<file path="src/rtl/spi_io_pkg.sv">
// Shared constants and status layout for the spi_io master and spi_io_rx slave blocks.
package spi_io_pkg;

    localparam logic [31:0] SPI_IO_ADDR   = 32'h8000_0000;
    localparam logic [31:0] SPI_RX_ADDR   = 32'h8000_0008;
    localparam logic [31:0] STATUS_OFFSET = 32'h0000_0004;

    // Read-side status bit positions
    localparam int unsigned ST_NOT_EMPTY = 0;
    localparam int unsigned ST_FULL      = 1;
    localparam int unsigned ST_OVERFLOW  = 2;
    localparam int unsigned ST_FRAME_ERR = 3;

    // Write-one-to-clear positions sit one bit below their read-side counterparts
    localparam int unsigned CLR_OVERFLOW  = 1;
    localparam int unsigned CLR_FRAME_ERR = 2;

    typedef struct packed {
        logic [27:0] rsvd;
        logic        frame_err;
        logic        overflow;
        logic        full;
        logic        not_empty;
    } spi_rx_status_t;

    typedef enum logic [1:0] {
        RX_UNARMED = 2'd0,
        RX_IDLE    = 2'd1,
        RX_FRAME   = 2'd2
    } rx_state_t;

endpackage

</file>
<file path="src/rtl/sync_fifo.sv">
// Single-clock FIFO with show-ahead head entry.
// Latency: push visible in count/empty the cycle after; pop_dat always shows the head.
// Backpressure: push while full is dropped unless a pop happens in the same cycle.
module sync_fifo #(
    parameter int unsigned WIDTH = 8,
    parameter int unsigned DEPTH = 16
) (
    input  logic                   clk,
    input  logic                   rst,
    input  logic                   push,
    input  logic [WIDTH-1:0]       push_dat,
    input  logic                   pop,
    output logic [WIDTH-1:0]       pop_dat,
    output logic                   full,
    output logic                   empty,
    output logic [$clog2(DEPTH):0] count
);

    localparam int unsigned AW = $clog2(DEPTH);

    logic [WIDTH-1:0] mem [DEPTH];
    logic [AW:0]      wr_ptr;
    logic [AW:0]      rd_ptr;
    logic             do_push;
    logic             do_pop;

    assign empty   = (wr_ptr == rd_ptr);
    assign full    = (wr_ptr[AW] != rd_ptr[AW]) && (wr_ptr[AW-1:0] == rd_ptr[AW-1:0]);
    assign count   = wr_ptr - rd_ptr;
    assign do_pop  = pop && !empty;
    // A pop frees the slot this same cycle, so a full FIFO can still accept
    assign do_push = push && (!full || do_pop);
    assign pop_dat = mem[rd_ptr[AW-1:0]];

    always_ff @(posedge clk) begin
        if (rst) begin
            wr_ptr <= '0;
            rd_ptr <= '0;
        end else begin
            if (do_push) wr_ptr <= wr_ptr + (AW+1)'(1);
            if (do_pop)  rd_ptr <= rd_ptr + (AW+1)'(1);
        end
    end

    always_ff @(posedge clk) begin
        if (do_push) mem[wr_ptr[AW-1:0]] <= push_dat;
    end

endmodule

</file>
<file path="src/rtl/spi_io_rx.sv">
// Memory-mapped SPI mode-0 slave receiver queuing inbound bytes for the core.
// Latency: byte visible in status ~4 clk after its 8th SCK rise; bus reads are combinational.
// Backpressure: MISO advertises free FIFO entries; bytes arriving while full are dropped (overflow).
module spi_io_rx #(
    parameter int unsigned FIFO_DEPTH  = 16,
    parameter logic [31:0] SPI_RX_ADDR = spi_io_pkg::SPI_RX_ADDR
) (
    input  logic        clk,
    input  logic        rst,
    input  logic [31:0] mem_bus_addr,
    input  logic [31:0] mem_bus_data,
    input  logic        mem_bus_write_en,
    input  logic        mem_bus_read_en,
    output logic [31:0] mem_bus_rx_data,
    output logic        mem_bus_rx_data_sel,
    input  logic        i_spi_sck,
    input  logic        i_spi_csn,
    input  logic        i_spi_mosi,
    output logic        o_spi_miso
);

    import spi_io_pkg::*;

    localparam int unsigned CW = $clog2(FIFO_DEPTH) + 1;

    logic sck_s1, sck_s2, sck_d;
    logic csn_s1, csn_s2, csn_d;
    logic mosi_s1, mosi_s2;

    always_ff @(posedge clk) begin
        if (rst) begin
            sck_s1  <= 1'b0; sck_s2  <= 1'b0; sck_d <= 1'b0;
            csn_s1  <= 1'b0; csn_s2  <= 1'b0; csn_d <= 1'b0;
            mosi_s1 <= 1'b0; mosi_s2 <= 1'b0;
        end else begin
            sck_s1  <= i_spi_sck;  sck_s2  <= sck_s1;  sck_d <= sck_s2;
            csn_s1  <= i_spi_csn;  csn_s2  <= csn_s1;  csn_d <= csn_s2;
            mosi_s1 <= i_spi_mosi; mosi_s2 <= mosi_s1;
        end
    end

    logic sck_rise, sck_fall, csn_fall;
    assign sck_rise = sck_s2 && !sck_d;
    assign sck_fall = !sck_s2 && sck_d;
    assign csn_fall = !csn_s2 && csn_d;

    // Synchronizers clear to 0, so after reset the block stays unarmed until csn is seen high
    rx_state_t state, state_nxt;
    logic      frame_start, frame_end, bit_rise, bit_fall;

    always_ff @(posedge clk) begin
        if (rst) state <= RX_UNARMED;
        else     state <= state_nxt;
    end

    always_comb begin
        state_nxt   = state;
        frame_start = 1'b0;
        frame_end   = 1'b0;
        bit_rise    = 1'b0;
        bit_fall    = 1'b0;
        unique case (state)
            RX_UNARMED: if (csn_s2) state_nxt = RX_IDLE;
            RX_IDLE: begin
                if (csn_fall) begin
                    frame_start = 1'b1;
                    state_nxt   = RX_FRAME;
                end
            end
            RX_FRAME: begin
                if (csn_s2) begin
                    frame_end = 1'b1;
                    state_nxt = RX_IDLE;
                end else begin
                    bit_rise = sck_rise;
                    bit_fall = sck_fall;
                end
            end
            default: state_nxt = RX_UNARMED;
        endcase
    end

    logic [7:0]    pop_dat;
    logic          fifo_full, fifo_empty, pop;
    logic [CW-1:0] fifo_count;
    logic [8:0]    free9;
    logic [7:0]    credit;

    assign free9  = 9'(FIFO_DEPTH) - 9'(fifo_count);
    assign credit = free9[8] ? 8'hFF : free9[7:0];

    logic [2:0] bit_cnt;
    logic [7:0] rx_shift, rx_next, tx_shift, push_dat;
    logic       push_vld, miso_q;

    assign rx_next    = {rx_shift[6:0], mosi_s2};
    assign o_spi_miso = miso_q;

    always_ff @(posedge clk) begin
        if (rst) begin
            bit_cnt  <= '0;
            rx_shift <= '0;
            tx_shift <= '0;
            push_dat <= '0;
            push_vld <= 1'b0;
            miso_q   <= 1'b0;
        end else begin
            push_vld <= 1'b0;
            if (frame_start) begin
                bit_cnt  <= '0;
                tx_shift <= credit;
                miso_q   <= credit[7];
            end else if (frame_end) begin
                bit_cnt  <= '0;
                miso_q   <= 1'b0;
            end else if (bit_rise) begin
                rx_shift <= rx_next;
                if (bit_cnt == 3'd7) begin
                    push_vld <= 1'b1;
                    push_dat <= rx_next;
                    bit_cnt  <= '0;
                    tx_shift <= credit;
                end else begin
                    bit_cnt  <= bit_cnt + 3'd1;
                end
            end else if (bit_fall) begin
                // Fall right after a byte boundary presents the freshly loaded MSB unshifted
                if (bit_cnt == 3'd0) begin
                    miso_q   <= tx_shift[7];
                end else begin
                    tx_shift <= {tx_shift[6:0], 1'b0};
                    miso_q   <= tx_shift[6];
                end
            end
        end
    end

    sync_fifo #(
        .WIDTH (8),
        .DEPTH (FIFO_DEPTH)
    ) u_fifo (
        .clk      (clk),
        .rst      (rst),
        .push     (push_vld),
        .push_dat (push_dat),
        .pop      (pop),
        .pop_dat  (pop_dat),
        .full     (fifo_full),
        .empty    (fifo_empty),
        .count    (fifo_count)
    );

    logic hit_data, hit_stat, clr_ovf, clr_ferr, set_ovf, set_ferr;
    logic frame_err, overflow;

    assign hit_data = (mem_bus_addr == SPI_RX_ADDR);
    assign hit_stat = (mem_bus_addr == (SPI_RX_ADDR + STATUS_OFFSET));
    assign pop      = mem_bus_read_en && hit_data && !fifo_empty;
    assign set_ovf  = push_vld && fifo_full && !pop;
    assign set_ferr = frame_end && (bit_cnt != 3'd0);
    assign clr_ovf  = mem_bus_write_en && hit_stat && mem_bus_data[CLR_OVERFLOW];
    assign clr_ferr = mem_bus_write_en && hit_stat && mem_bus_data[CLR_FRAME_ERR];

    always_ff @(posedge clk) begin
        if (rst) begin
            overflow  <= 1'b0;
            frame_err <= 1'b0;
        end else begin
            if (set_ovf)       overflow  <= 1'b1;
            else if (clr_ovf)  overflow  <= 1'b0;
            if (set_ferr)      frame_err <= 1'b1;
            else if (clr_ferr) frame_err <= 1'b0;
        end
    end

    spi_rx_status_t status;

    always_comb begin
        status           = '0;
        status.frame_err = frame_err;
        status.overflow  = overflow;
        status.full      = fifo_full;
        status.not_empty = !fifo_empty;
    end

    always_comb begin
        mem_bus_rx_data     = '0;
        mem_bus_rx_data_sel = mem_bus_read_en && (hit_data || hit_stat);
        if (mem_bus_read_en && hit_data && !fifo_empty) mem_bus_rx_data = {24'b0, pop_dat};
        else if (mem_bus_read_en && hit_stat)           mem_bus_rx_data = status;
    end

    logic unused_wdata;
    assign unused_wdata = ^{mem_bus_data[31:3], mem_bus_data[0]};

endmodule
</file>
<file path="config.mk">
export PLATFORM = sky130hd
export DESIGN_NAME = spi_io_rx
export DESIGN_NICKNAME = d
export VERILOG_FILES = /design/src/rtl/spi_io_pkg.sv /design/src/rtl/sync_fifo.sv /design/src/rtl/spi_io_rx.sv
export SDC_FILE = /design/constraint.sdc
export NUM_CORES = 1
export LEC_CHECK = 0
export CORE_AREA = 4 4 124 126
export CTS_CLUSTER_SIZE = 20
export DETAILED_ROUTE_END_ITERATION = 8
export DIE_AREA = 0 0 128 130
export PLACE_DENSITY_LB_ADDON = 0.3
export SLEW_MARGIN = 20
export SYNTH_ARGS = -nofsm -noshare
export SYNTH_HDL_FRONTEND = slang
export SYNTH_HIERARCHICAL = 1
export SYNTH_SLANG_ARGS = --single-unit
</file>
<file path="constraint.sdc">
create_clock -name clk -period 7.7 [get_ports clk]
set_input_delay 1.54 -clock clk [delete_from_list [all_inputs] [get_ports clk]]
set_output_delay 1.54 -clock clk [all_outputs]
set_load 0.05 [all_outputs]
</file>
== Word-level counts from Yosys, hierarchy flattened ==
Memory sizes are Yosys's and may differ from the RTL's. A register that Yosys moved wholly into a read port is not among the register bits.
Cells that the tools add are included.

* Register bits after elaboration: 50
* Memories kept: 1
* Input bits: 71
* Output and inout bits: 34
* Bits in writable memories: 128
* Word-level logic and storage cells: 116

{| class="wikitable"
|+ Memory list
! name !! words !! bits a word !! rd ports !! clocked after Yosys merged registers in !! write ports !! RTL line !! text
|-
| u_fifo.mem || 16 || 8 || 1 || 1 || 1 || sync_fifo.sv:21 || <nowiki>logic [WIDTH-1:0] mem [DEPTH];</nowiki>
|}

* Bitwise operators: 3
* $add $sub $neg: 5
* Equal/unequal tests: 14
* Multiplexer cells: 35
* Reductions and logical operators: 39

{| class="wikitable"
|+ Operator list
! operator !! number
|-
| $eq 32x32->1 const B || 2
|-
| $mux 8 || 8
|-
| $mux 1 || 20
|-
| $logic_and 1x1->1 || 16
|-
| $mux 4 || 3
|-
| $add 5x1->5 const B || 2
|-
| $reduce_bool 3->1 || 3
|-
| $reduce_and 4->1 || 2
|-
| $logic_not 1->1 || 6
|-
| $ne 3x3->1 const B || 2
|-
| $sub 5x5->6 const A || 1
|-
| $eq 5x5->1 || 1
|-
| $sub 5x5->5 || 1
|-
| $eq 4x4->1 || 1
|-
| $mux 2 || 2
|-
| $ne 2x2->1 const B || 2
|-
| $pmux 2 s2 || 1
|-
| $reduce_and 2->1 || 2
|-
| $reduce_bool 2->1 || 2
|-
| $reduce_or 4->1 || 1
|-
| $add 3x1->3 const B || 1
|-
| $eq 3x3->1 const B || 1
|-
| $logic_not 3->1 || 1
|-
| $mux 3 || 1
|-
| 11 further kinds || 14
|}

== Logic depth before layout (Yosys ltp) ==
Gate-level depths: netlist (run 1).

* Depth after elaboration: 8
* Gate-level depth with buffers: 11
* Mapped depth without buffers: 11

== Modules after synthesis ==
Netlist (run 1), hierarchy kept.

{| class="wikitable"
|+ By module, submodules not included
! module !! sequential area each (sq um) !! cells an instance !! times used !! area an instance (sq um)
|-
| sync_fifo || 4124.0 || 298 || 1 || 5662.9
|-
| spi_io_rx || 800.8 || 245 || 1 || 2078.2
|}

== Worst setup path after synthesis (run 1) ==
No wires, ideal clock.

* Kind: input port to output port
* Start: in mem_bus_addr[1]
* End: out mem_bus_rx_data[0]
* Arrival: 4564 ps
* Setup slack: 1596 ps
* Required time: 6160 ps
* Cell stages on the path: 4
* Path buffers: 0
* Path through: nor4b_1 nand4_1 nor3_1 nor3b_1

* Cells in the longest elaborated chain, start to end: 4
* Elaborated cells between the ends (all ways): 7
* Classes of those cells: eq/ne: 2; mux: 2; reduce/logical: 3

{| class="wikitable"
|+ Ends and longest elaborated chain
! item !! RTL line !! text
|-
| start, declared || spi_io_rx.sv:10 || <nowiki>input logic [31:0] mem_bus_addr,</nowiki>
|-
| $eq 32x32->1 (on tied branches) || spi_io_rx.sv:157, spi_io_rx.sv:156 ||
|-
| $logic_and 1x1->1 (on tied branches) || spi_io_rx.sv:190, spi_io_rx.sv:189 ||
|-
| $mux 4 or $logic_and 1x1->1 (tied branches) || spi_io_rx.sv:190, spi_io_rx.sv:189 ||
|-
| $mux 8 (*) || spi_io_rx.sv:189 || <nowiki>if (mem_bus_read_en && hit_data && !fifo_empty) mem_bus_rx_data = {24'b0, pop_dat};</nowiki>
|-
| end, declared || spi_io_rx.sv:14 || <nowiki>output logic [31:0] mem_bus_rx_data,</nowiki>
|}

Every way passes the cells marked *; elsewhere a longest branch is shown, timed or not.

== Worst setup path in the final report (run 1) ==
* Start: in mem_bus_addr[8]
* End: out mem_bus_rx_data[6]

* Cells in the longest elaborated chain, start to end: 4

{| class="wikitable"
|+ Ends and longest elaborated chain
! item !! RTL line !! text
|-
| $eq 32x32->1 || spi_io_rx.sv:156 || <nowiki>assign hit_data = (mem_bus_addr == SPI_RX_ADDR);</nowiki>
|-
| $logic_and 1x1->1 (2 in series) || - ||
|-
| via pop || spi_io_rx.sv:84 || <nowiki>logic fifo_full, fifo_empty, pop;</nowiki>
|-
| $mux 8 || spi_io_rx.sv:189 ||
|}

The timed path passes the listed nets, and every way through them passes these cells.

==> metrics.cfg, run 1 <==
[route]
vias = 4484
dr.pass1.iters = 4
avgViaCountPerCell = 5.69
drt_wl_total_mm = 14.7
wl_per_cell_um = 18.7
drtIter0Drc = 274
route.detailed.drc = 0
route.antenna.remaining_nets = 0

[outcome]
status = finished clean

[sta]
finClkSkew_ns = 0.0102
fmax_ghz = 0.173
final-hold-violation-count = 0
period_minus_slack_ns = 5.78
finalWorstSetupSlack_ns = 1.92
drv_slew = 0
tightest_slew_ns = 1.10
rsz0062_at_grt = no
tns_ns = 0
setup_viol = 0
post-route-period-util_pct = 75.0
max_slew_margin_pct = 26.1

[clock_tree]
clock_sinks = 182
path_clk_slew_ns = 0.06
cts_made_buffers = 17
cts_tree = done
htreeDepth = 4
postCtsSetupBuffers = 0
cts_hold_buf = 0
cts-root-buf = clkbuf_16
cts_resized = 0
clockBufferDepth = 2
insertion_delay_ns = 0.43

[setup_path]
cp.arrival_ns = 4.24
r2r-end = u_fifo/mem[1][6]$_DFFE_PP_
crit_type = input port to output port
reg2reg_depth = 9
worstPathMaxFanout = 11
slowest_delay_ns = 0.79
ff2ff_setup_slack_ns = 3.97
cpMostUsedCell = clkdlybuf4s50_1
crit_path_end_kind = output port
cp.required_ns = 6.16
worstSetupStartpointType = input port
cp_slowest_cell = clkdlybuf4s50_1
crit_chain = clkdlybuf4s50_1 -> nor4b_1 -> nand4_1 -> nor4_4 -> buf_4 -> and2_1 -> clkdlybuf4s50_1
r2r_start = u_fifo/wr_ptr[2]$_SDFFE_PP0P_

[power]
pwr-share-seq_pct = 53.4
p_per_area_nw_per_um2 = 218
intPower_w = 0.00156
total_leakage_power_nw = 2.90
p_sw_w = 0.000386
peakVddDrop_mv = 0.162
comb_power_share_pct = 3.0
swShare_pct = 19.9
clockPowerShare_pct = 43.6

[yosys]
synthSimpleGateAreaFrac_pct = 10.1
syn-mean-instance-area_um2 = 14.3
synth-adder-area-share_pct = 2.36
synth_compound_area_share_pct = 7.24
yosys_most_used_dff = edfxtp_1
syn_area_um2 = 7740
synth_edf_count = 128
yosys_warnings = 6
synth_top_family_by_area = multiplexers
syn_inst = 543
async_reset_ff_share_pct = 0
synthMuxAreaShare_pct = 10.6
synth_cell_type_count = 62
synth_xor_area_share_pct = 1.55
yosysSeqAreaShare_pct = 63.6
synth-seq-cells = 182

[die]
dieArea_um2 = 16600
dieHeight_um = 130
ios = 105
core_area_um2 = 14300
dieWidth_um = 128
fp-row-count = 44
start_util_pct = 54.1

[finish]
layout-drive-gt1-share_pct = 13.6
finalNetCount = 676
fill_cells = 1054
antenna_cells = 0
area_growth_pct = 14.9

[global_routing]
grt_max_degree = 46
grt_pass1_vias = 4537
grt_pass1_wl_mm = 23.3
grt_use_met1_pct = 22.4
busiest_layer = met2
met2_usage_pct = 32.2
grt_remaining_overflow = 0
use_met3_pct = 4.63
grtUsageTotal_pct = 18.5
antenna_found_initial = 0

[worst_hold_path]
holdCritStartpoint = mosi_s1$_SDFF_PP0_
hold_path_end = mosi_s2$_SDFF_PP0_
holdPathStages = 1
hold_class = flip-flop to flip-flop

[placement]
place_congestion = 0.735
dp_hpwl_mm = 10.0
dp_slack_ns = 1.90
port_buffers = 50

[flow_run]
max_cap_viol_count = 0

## cells in the final DEF (no fill, tap or decap), types with 5 or more instances in the layout
cell,count
a21oi_1,25
a22oi_1,19
and2_1,6
clkbuf_16,18
clkdlybuf4s50_1,50
conb_1,24
dfxtp_1,52
edfxtp_1,128
ha_1,13
inv_1,14
mux2i_1,8
mux4_2,32
nand2_1,47
nand2b_1,5
nand3_1,14
nor2_1,30
nor2b_1,14
nor3_1,8
nor4_1,8
o21ai_0,5
o2bb2ai_1,5
xnor2_1,5
xor2_1,5
## per-stage QoR
step           utilization (%)  power [W]  instances  hold slack (ns)  area (µm²)
2_1_floorplan                -    0.00110        566            0.414        7830
3_3_place_gp              57.9    0.00112        756            0.418        8290
3_5_place_dp              57.9    0.00112        756            0.428        8290
4_1_cts                   62.0    0.00196        788            0.443        8880
5_1_grt                   62.1    0.00200        788            0.460        8890
6_report                  62.1    0.00194        788            0.438        8890
## cells by family after synthesis
| group | count (synthesis) |
|---|---|
| AOI/OAI and AO/OA | 78 |
| muxes | 42 |
| adders and majority gates | 14 |
| and+or+nand+nor | 153 |
| other | 1 |
| xor gates and xnor gates | 12 |
| DFF | 182 |
| buffers and inverters | 61 |
## critical path: cells and delay by family
kind                   cells  cell delay (ns)
buffers and inverters      3             1.45
AND/OR/NAND/NOR            4             1.23
## power groups by stage
stage | sequential [W] | clock [W] | combinational, W
2_1_floorplan | 0.00106 | 0 | 0.0000446
3_3_place_gp | 0.00106 | 0 | 0.0000572
3_5_place_dp | 0.00106 | 0 | 0.0000580
4_1_cts | 0.00104 | 0.000861 | 0.0000581
5_1_grt | 0.00104 | 0.000906 | 0.0000616
6_report | 0.00104 | 0.000846 | 0.0000581
## Yosys cell counts (3+ instances only)
| library cell | instances | area (µm²) |
|---|---|---|
| a21oi_1 | 25 | 125 |
| a22oi_1 | 19 | 143 |
| and2_1 | 6 | 37.5 |
| buf_1 | 6 | 22.5 |
| buf_2 | 5 | 25.0 |
| buf_4 | 25 | 188 |
| clkbuf_1 | 9 | 33.8 |
| dfxtp_1 | 54 | 1080 |
| edfxtp_1 | 128 | 3840 |
| ha_1 | 13 | 163 |
| inv_1 | 14 | 52.6 |
| mux2i_1 | 8 | 80.1 |
| mux4_2 | 32 | 721 |
| nand2_1 | 47 | 176 |
| nand2b_1 | 5 | 31.3 |
| nand3_1 | 14 | 70.1 |
| nand4_1 | 3 | 18.8 |
| nor2_1 | 30 | 113 |
| nor2b_1 | 14 | 87.6 |
| nor3_1 | 11 | 55.1 |
| nor3b_1 | 3 | 22.5 |
| nor4_1 | 8 | 50.1 |
| o21ai_0 | 5 | 25.0 |
| o2bb2ai_1 | 5 | 43.8 |
| xnor2_1 | 5 | 43.8 |
| xor2_1 | 5 | 43.8 |
## worst max path at each step
stage | cells past startpoint | slack (ns) | end | start
CTS | 7 | 1.90 | mem_bus_rx_data[6] | mem_bus_addr[1]
detailed placement | 7 | 1.90 | mem_bus_rx_data[6] | mem_bus_addr[1]
global route | 7 | 1.78 | mem_bus_rx_data[6] | mem_bus_addr[8]
global placement | 7 | 1.96 | mem_bus_rx_data[7] | mem_bus_addr[10]
finish | 7 | 1.92 | mem_bus_rx_data[6] | mem_bus_addr[8]
floorplan | 4 | 1.60 | mem_bus_rx_data[0] | mem_bus_addr[1]
## final cells by class
cell class | instances | area (µm²) | share of cell area, %
tap | 184 | 230 | 2.59
clock buffer | 21 | 462 | 5.19
timing repair buffer | 53 | 523 | 5.88
inverter | 14 | 52.6 | 0.591
clock inverter | 11 | 126 | 1.42
multi-input combinational | 323 | 2570 | 28.9
sequential | 182 | 4930 | 55.4
## registers in the layout, summed over array words and instances, names as in the netlist, 2 cells and up, named ones only
signal,count
bit_cnt,3
push_dat,8
rx_shift,7
state,2
tx_shift,8
u_fifo/mem,128
u_fifo/rd_ptr,5
u_fifo/wr_ptr,5
## per-layer routing
metal,share of wire [%],vias up,routed length (µm)
li1,-,2103,-
met1,40,2210,5910
met2,51,153,7570
met3,6.5,18,949
met4,1.9,0,274
met5,0,-,0
No activity file was read; power rests on OpenSTA's default activity.
==> run 2, diff against run 1 <==
==> constraint.sdc (replaced) <==
create_clock -name clk -period 5.6 [get_ports clk]
set_input_delay 1.12 -clock clk [delete_from_list [all_inputs] [get_ports clk]]
set_output_delay 1.12 -clock clk [all_outputs]
set_load 0.05 [all_outputs]
==> run 2 against run 1 <==
  * Power up 36%
  * Clock power up 34%
  * Largest cell class unchanged
  * Hold slack about the same
  * Die area unchanged
  * Final area about the same
  * Sequential share of layout area up 0.055 points
  * Non-clock buffer count up 4
  * Flip-flop and latch count unchanged
  * Routed wire length about the same
  * Worst setup slack worse by 1.2 ns
==> metrics.cfg, run 2 (synthesized netlist as in run 1, its figures left out) <==
[placement]
port_buffers = 50  ; unchanged
dp_slack_ns = 0.640  ; was 1.90 ns
dp_hpwl_mm = 9.91  ; was 10.0 mm
place_congestion = 0.785  ; was 0.735

[power]
p_per_area_nw_per_um2 = 297  ; was 218 nW/µm²
total_leakage_power_nw = 2.89  ; was 2.90 nW
peakVddDrop_mv = 0.227  ; was 0.162 mV

[finish]
area_growth_pct = 14.8  ; was 14.9%
finalNetCount = 680  ; was 676
layout_common_cells = edfxtp_1, dfxtp_1, clkdlybuf4s50_1  ; unchanged
antenna_cells = 0  ; unchanged
layout_commonest_cell = edfxtp_1  ; unchanged
largest_register_ffs = 128  ; unchanged
layout-drive-gt1-share_pct = 13.3  ; was 13.6%

[clock_tree]
cts_hold_buf = 0  ; unchanged
postCtsSetupBuffers = 0  ; unchanged
path_clk_slew_ns = 0.06  ; about the same
htreeDepth = 4  ; unchanged
cts_made_buffers = 17  ; unchanged
clockBufferDepth = 2  ; unchanged
cts_tree = done  ; unchanged
clock_sinks = 182  ; unchanged
cts_resized = 0  ; unchanged
insertion_delay_ns = 0.43  ; about the same
cts-root-buf = clkbuf_16  ; unchanged

[die]
fp-row-count = 44  ; unchanged
dieWidth_um = 128  ; unchanged
dieHeight_um = 130  ; unchanged
dieArea_um2 = 16600  ; unchanged
start_util_pct = 54.1  ; unchanged
ios = 105  ; unchanged
core_area_um2 = 14300  ; unchanged

[sta]
whs_ns = 0.438  ; about the same
tightest_slew_ns = 0.976  ; was 1.10 ns
rsz0062_at_grt = no  ; unchanged
post-route-period-util_pct = 87.0
setup_viol = 0  ; unchanged
finalWorstSetupSlack_ns = 0.727  ; was 1.92 ns
final-hold-violation-count = 0  ; unchanged
tns_ns = 0  ; unchanged
period_minus_slack_ns = 4.87
drv_slew = 0  ; unchanged
max_slew_margin_pct = 34.7  ; was 26.1%
fmax_ghz = 0.205
finClkSkew_ns = 0.00748  ; was 0.0102 ns

[global_routing]
grt_pass1_vias = 4427  ; was 4537
grt_pass1_wl_mm = 23.2  ; was 23.3 mm
grt_remaining_overflow = 0  ; unchanged
grt_max_degree = 46  ; unchanged
met2_usage_pct = 31.6  ; was 32.2%
use_met3_pct = 4.58  ; was 4.63%
antenna_found_initial = 0  ; unchanged
grtUsageTotal_pct = 18.6  ; was 18.5%
busiest_layer = met2  ; unchanged
grt_use_met1_pct = 23.3  ; was 22.4%

[setup_path]
crit_type = input port to output port  ; unchanged
worstPathMaxFanout = 7  ; was 11
cpMostUsedCell = clkdlybuf4s50_1  ; unchanged
cp_num_buf_inv = 2  ; was 3
cpLargestDelayFamily = simple AND/OR/NAND/NOR gates  ; was buffers and inverters
slowest_delay_ns = 0.80  ; was 0.79 ns
cp_slowest_cell = clkdlybuf4s50_1  ; unchanged
cp.required_ns = 4.48  ; was 6.16 ns
crit_path_end_kind = output port  ; unchanged
worstSetupStartpointType = input port  ; unchanged
ff2ff_setup_slack_ns = 1.83  ; was 3.97 ns
crit_chain = clkdlybuf4s50_1 -> nor4b_1 -> nand4_1 -> nor4_4 -> and2_1 -> clkdlybuf4s50_1  ; was clkdlybuf4s50_1 -> nor4b_1 -> nand4_1 -> nor4_4 -> buf_4 -> and2_1 -> clkdlybuf4s50_1
cp.arrival_ns = 3.75  ; was 4.24 ns

[worst_hold_path]
hold_class = flip-flop to flip-flop  ; unchanged

[route]
drtIter0Drc = 297  ; was 274
route.detailed.drc = 0  ; unchanged
vias = 4453  ; was 4484
dr.pass1.iters = 5  ; was 4
wl_per_cell_um = 18.6  ; was 18.7 µm
drt_wl_total_mm = 14.7  ; about the same
avgViaCountPerCell = 5.62  ; was 5.69
route.antenna.remaining_nets = 0  ; unchanged

[flow_run]
max_cap_viol_count = 0  ; unchanged

[outcome]
status = finished clean  ; unchanged

-- run 2: changes by cell type in the layout (fill, tap and decap cells not counted), moves of 2 or more --
cell / change
nor3_2: -3
clkinv_4: -2
nor3_1: +3
clkinv_1: +3
buf_4: +4
clkinv_2: -2
-- run 2: final cells by class --
class,instances,area (µm²)
Fill cell,1077,5430
Sequential cell,182,4930
Multi-Input combinational cell,323,2560
Timing Repair Buffer,57,553
Clock buffer,19,433
Tap cell,184,230
Clock inverter,13,131
Inverter,14,52.6
-- run 2: final timing paths --
kind	start	end	depth (start not counted)
min	csn_s1$_SDFF_PP0_	csn_s2$_SDFF_PP0_	1
max reg2reg	u_fifo/wr_ptr[3]$_SDFFE_PP0P_	u_fifo/mem[13][6]$_DFFE_PP_	9
min reg2reg	csn_s1$_SDFF_PP0_	csn_s2$_SDFF_PP0_	1
max	mem_bus_addr[10]	mem_bus_rx_data[6]	6
-- run 2: stage by stage --
| stage | utilization, % | instance area (µm²) | std cells | power (W) |
|---|---|---|---|---|
| 3_3_place_gp | 58.1 | 8320 | 760 | 0.00153 |
| 4_1_cts | 62.1 | 8890 | 792 | 0.00266 |
| 6_report | 62.1 | 8890 | 792 | 0.00264 |
| 3_5_place_dp | 58.1 | 8320 | 760 | 0.00154 |
| 2_1_floorplan | - | 7830 | 566 | 0.00152 |
| 5_1_grt | 62.1 | 8890 | 792 | 0.00273 |
-- run 2: layer usage --
layer | part of all wire [%] | wire length [µm] | up-vias
met5 | 0 | 0 | -
met4 | 1.6 | 236 | 0
met3 | 5.9 | 865 | 19
met2 | 51 | 7500 | 135
met1 | 42 | 6110 | 2192
li1 | - | - | 2107
-- run 2: worst register-to-register path: stages, from the launching register on --
cell and delay, ns:
dfxtp_1 0.56, ha_1 0.34, nand4_1 0.37, nor2_1 0.15, nand2b_1 0.21, nor4_4 0.29
buf_4 0.25, o31a_1 0.29, nand2_1 0.20, nor2_1 0.72
-- run 2: where the power goes --
part           switching, W  internal, W  leakage (nW)
logic             0.0000505    0.0000293          1.00
clock network      0.000481     0.000653         0.266
registers        0.00000235      0.00142          1.62
total              0.000534      0.00211          2.89
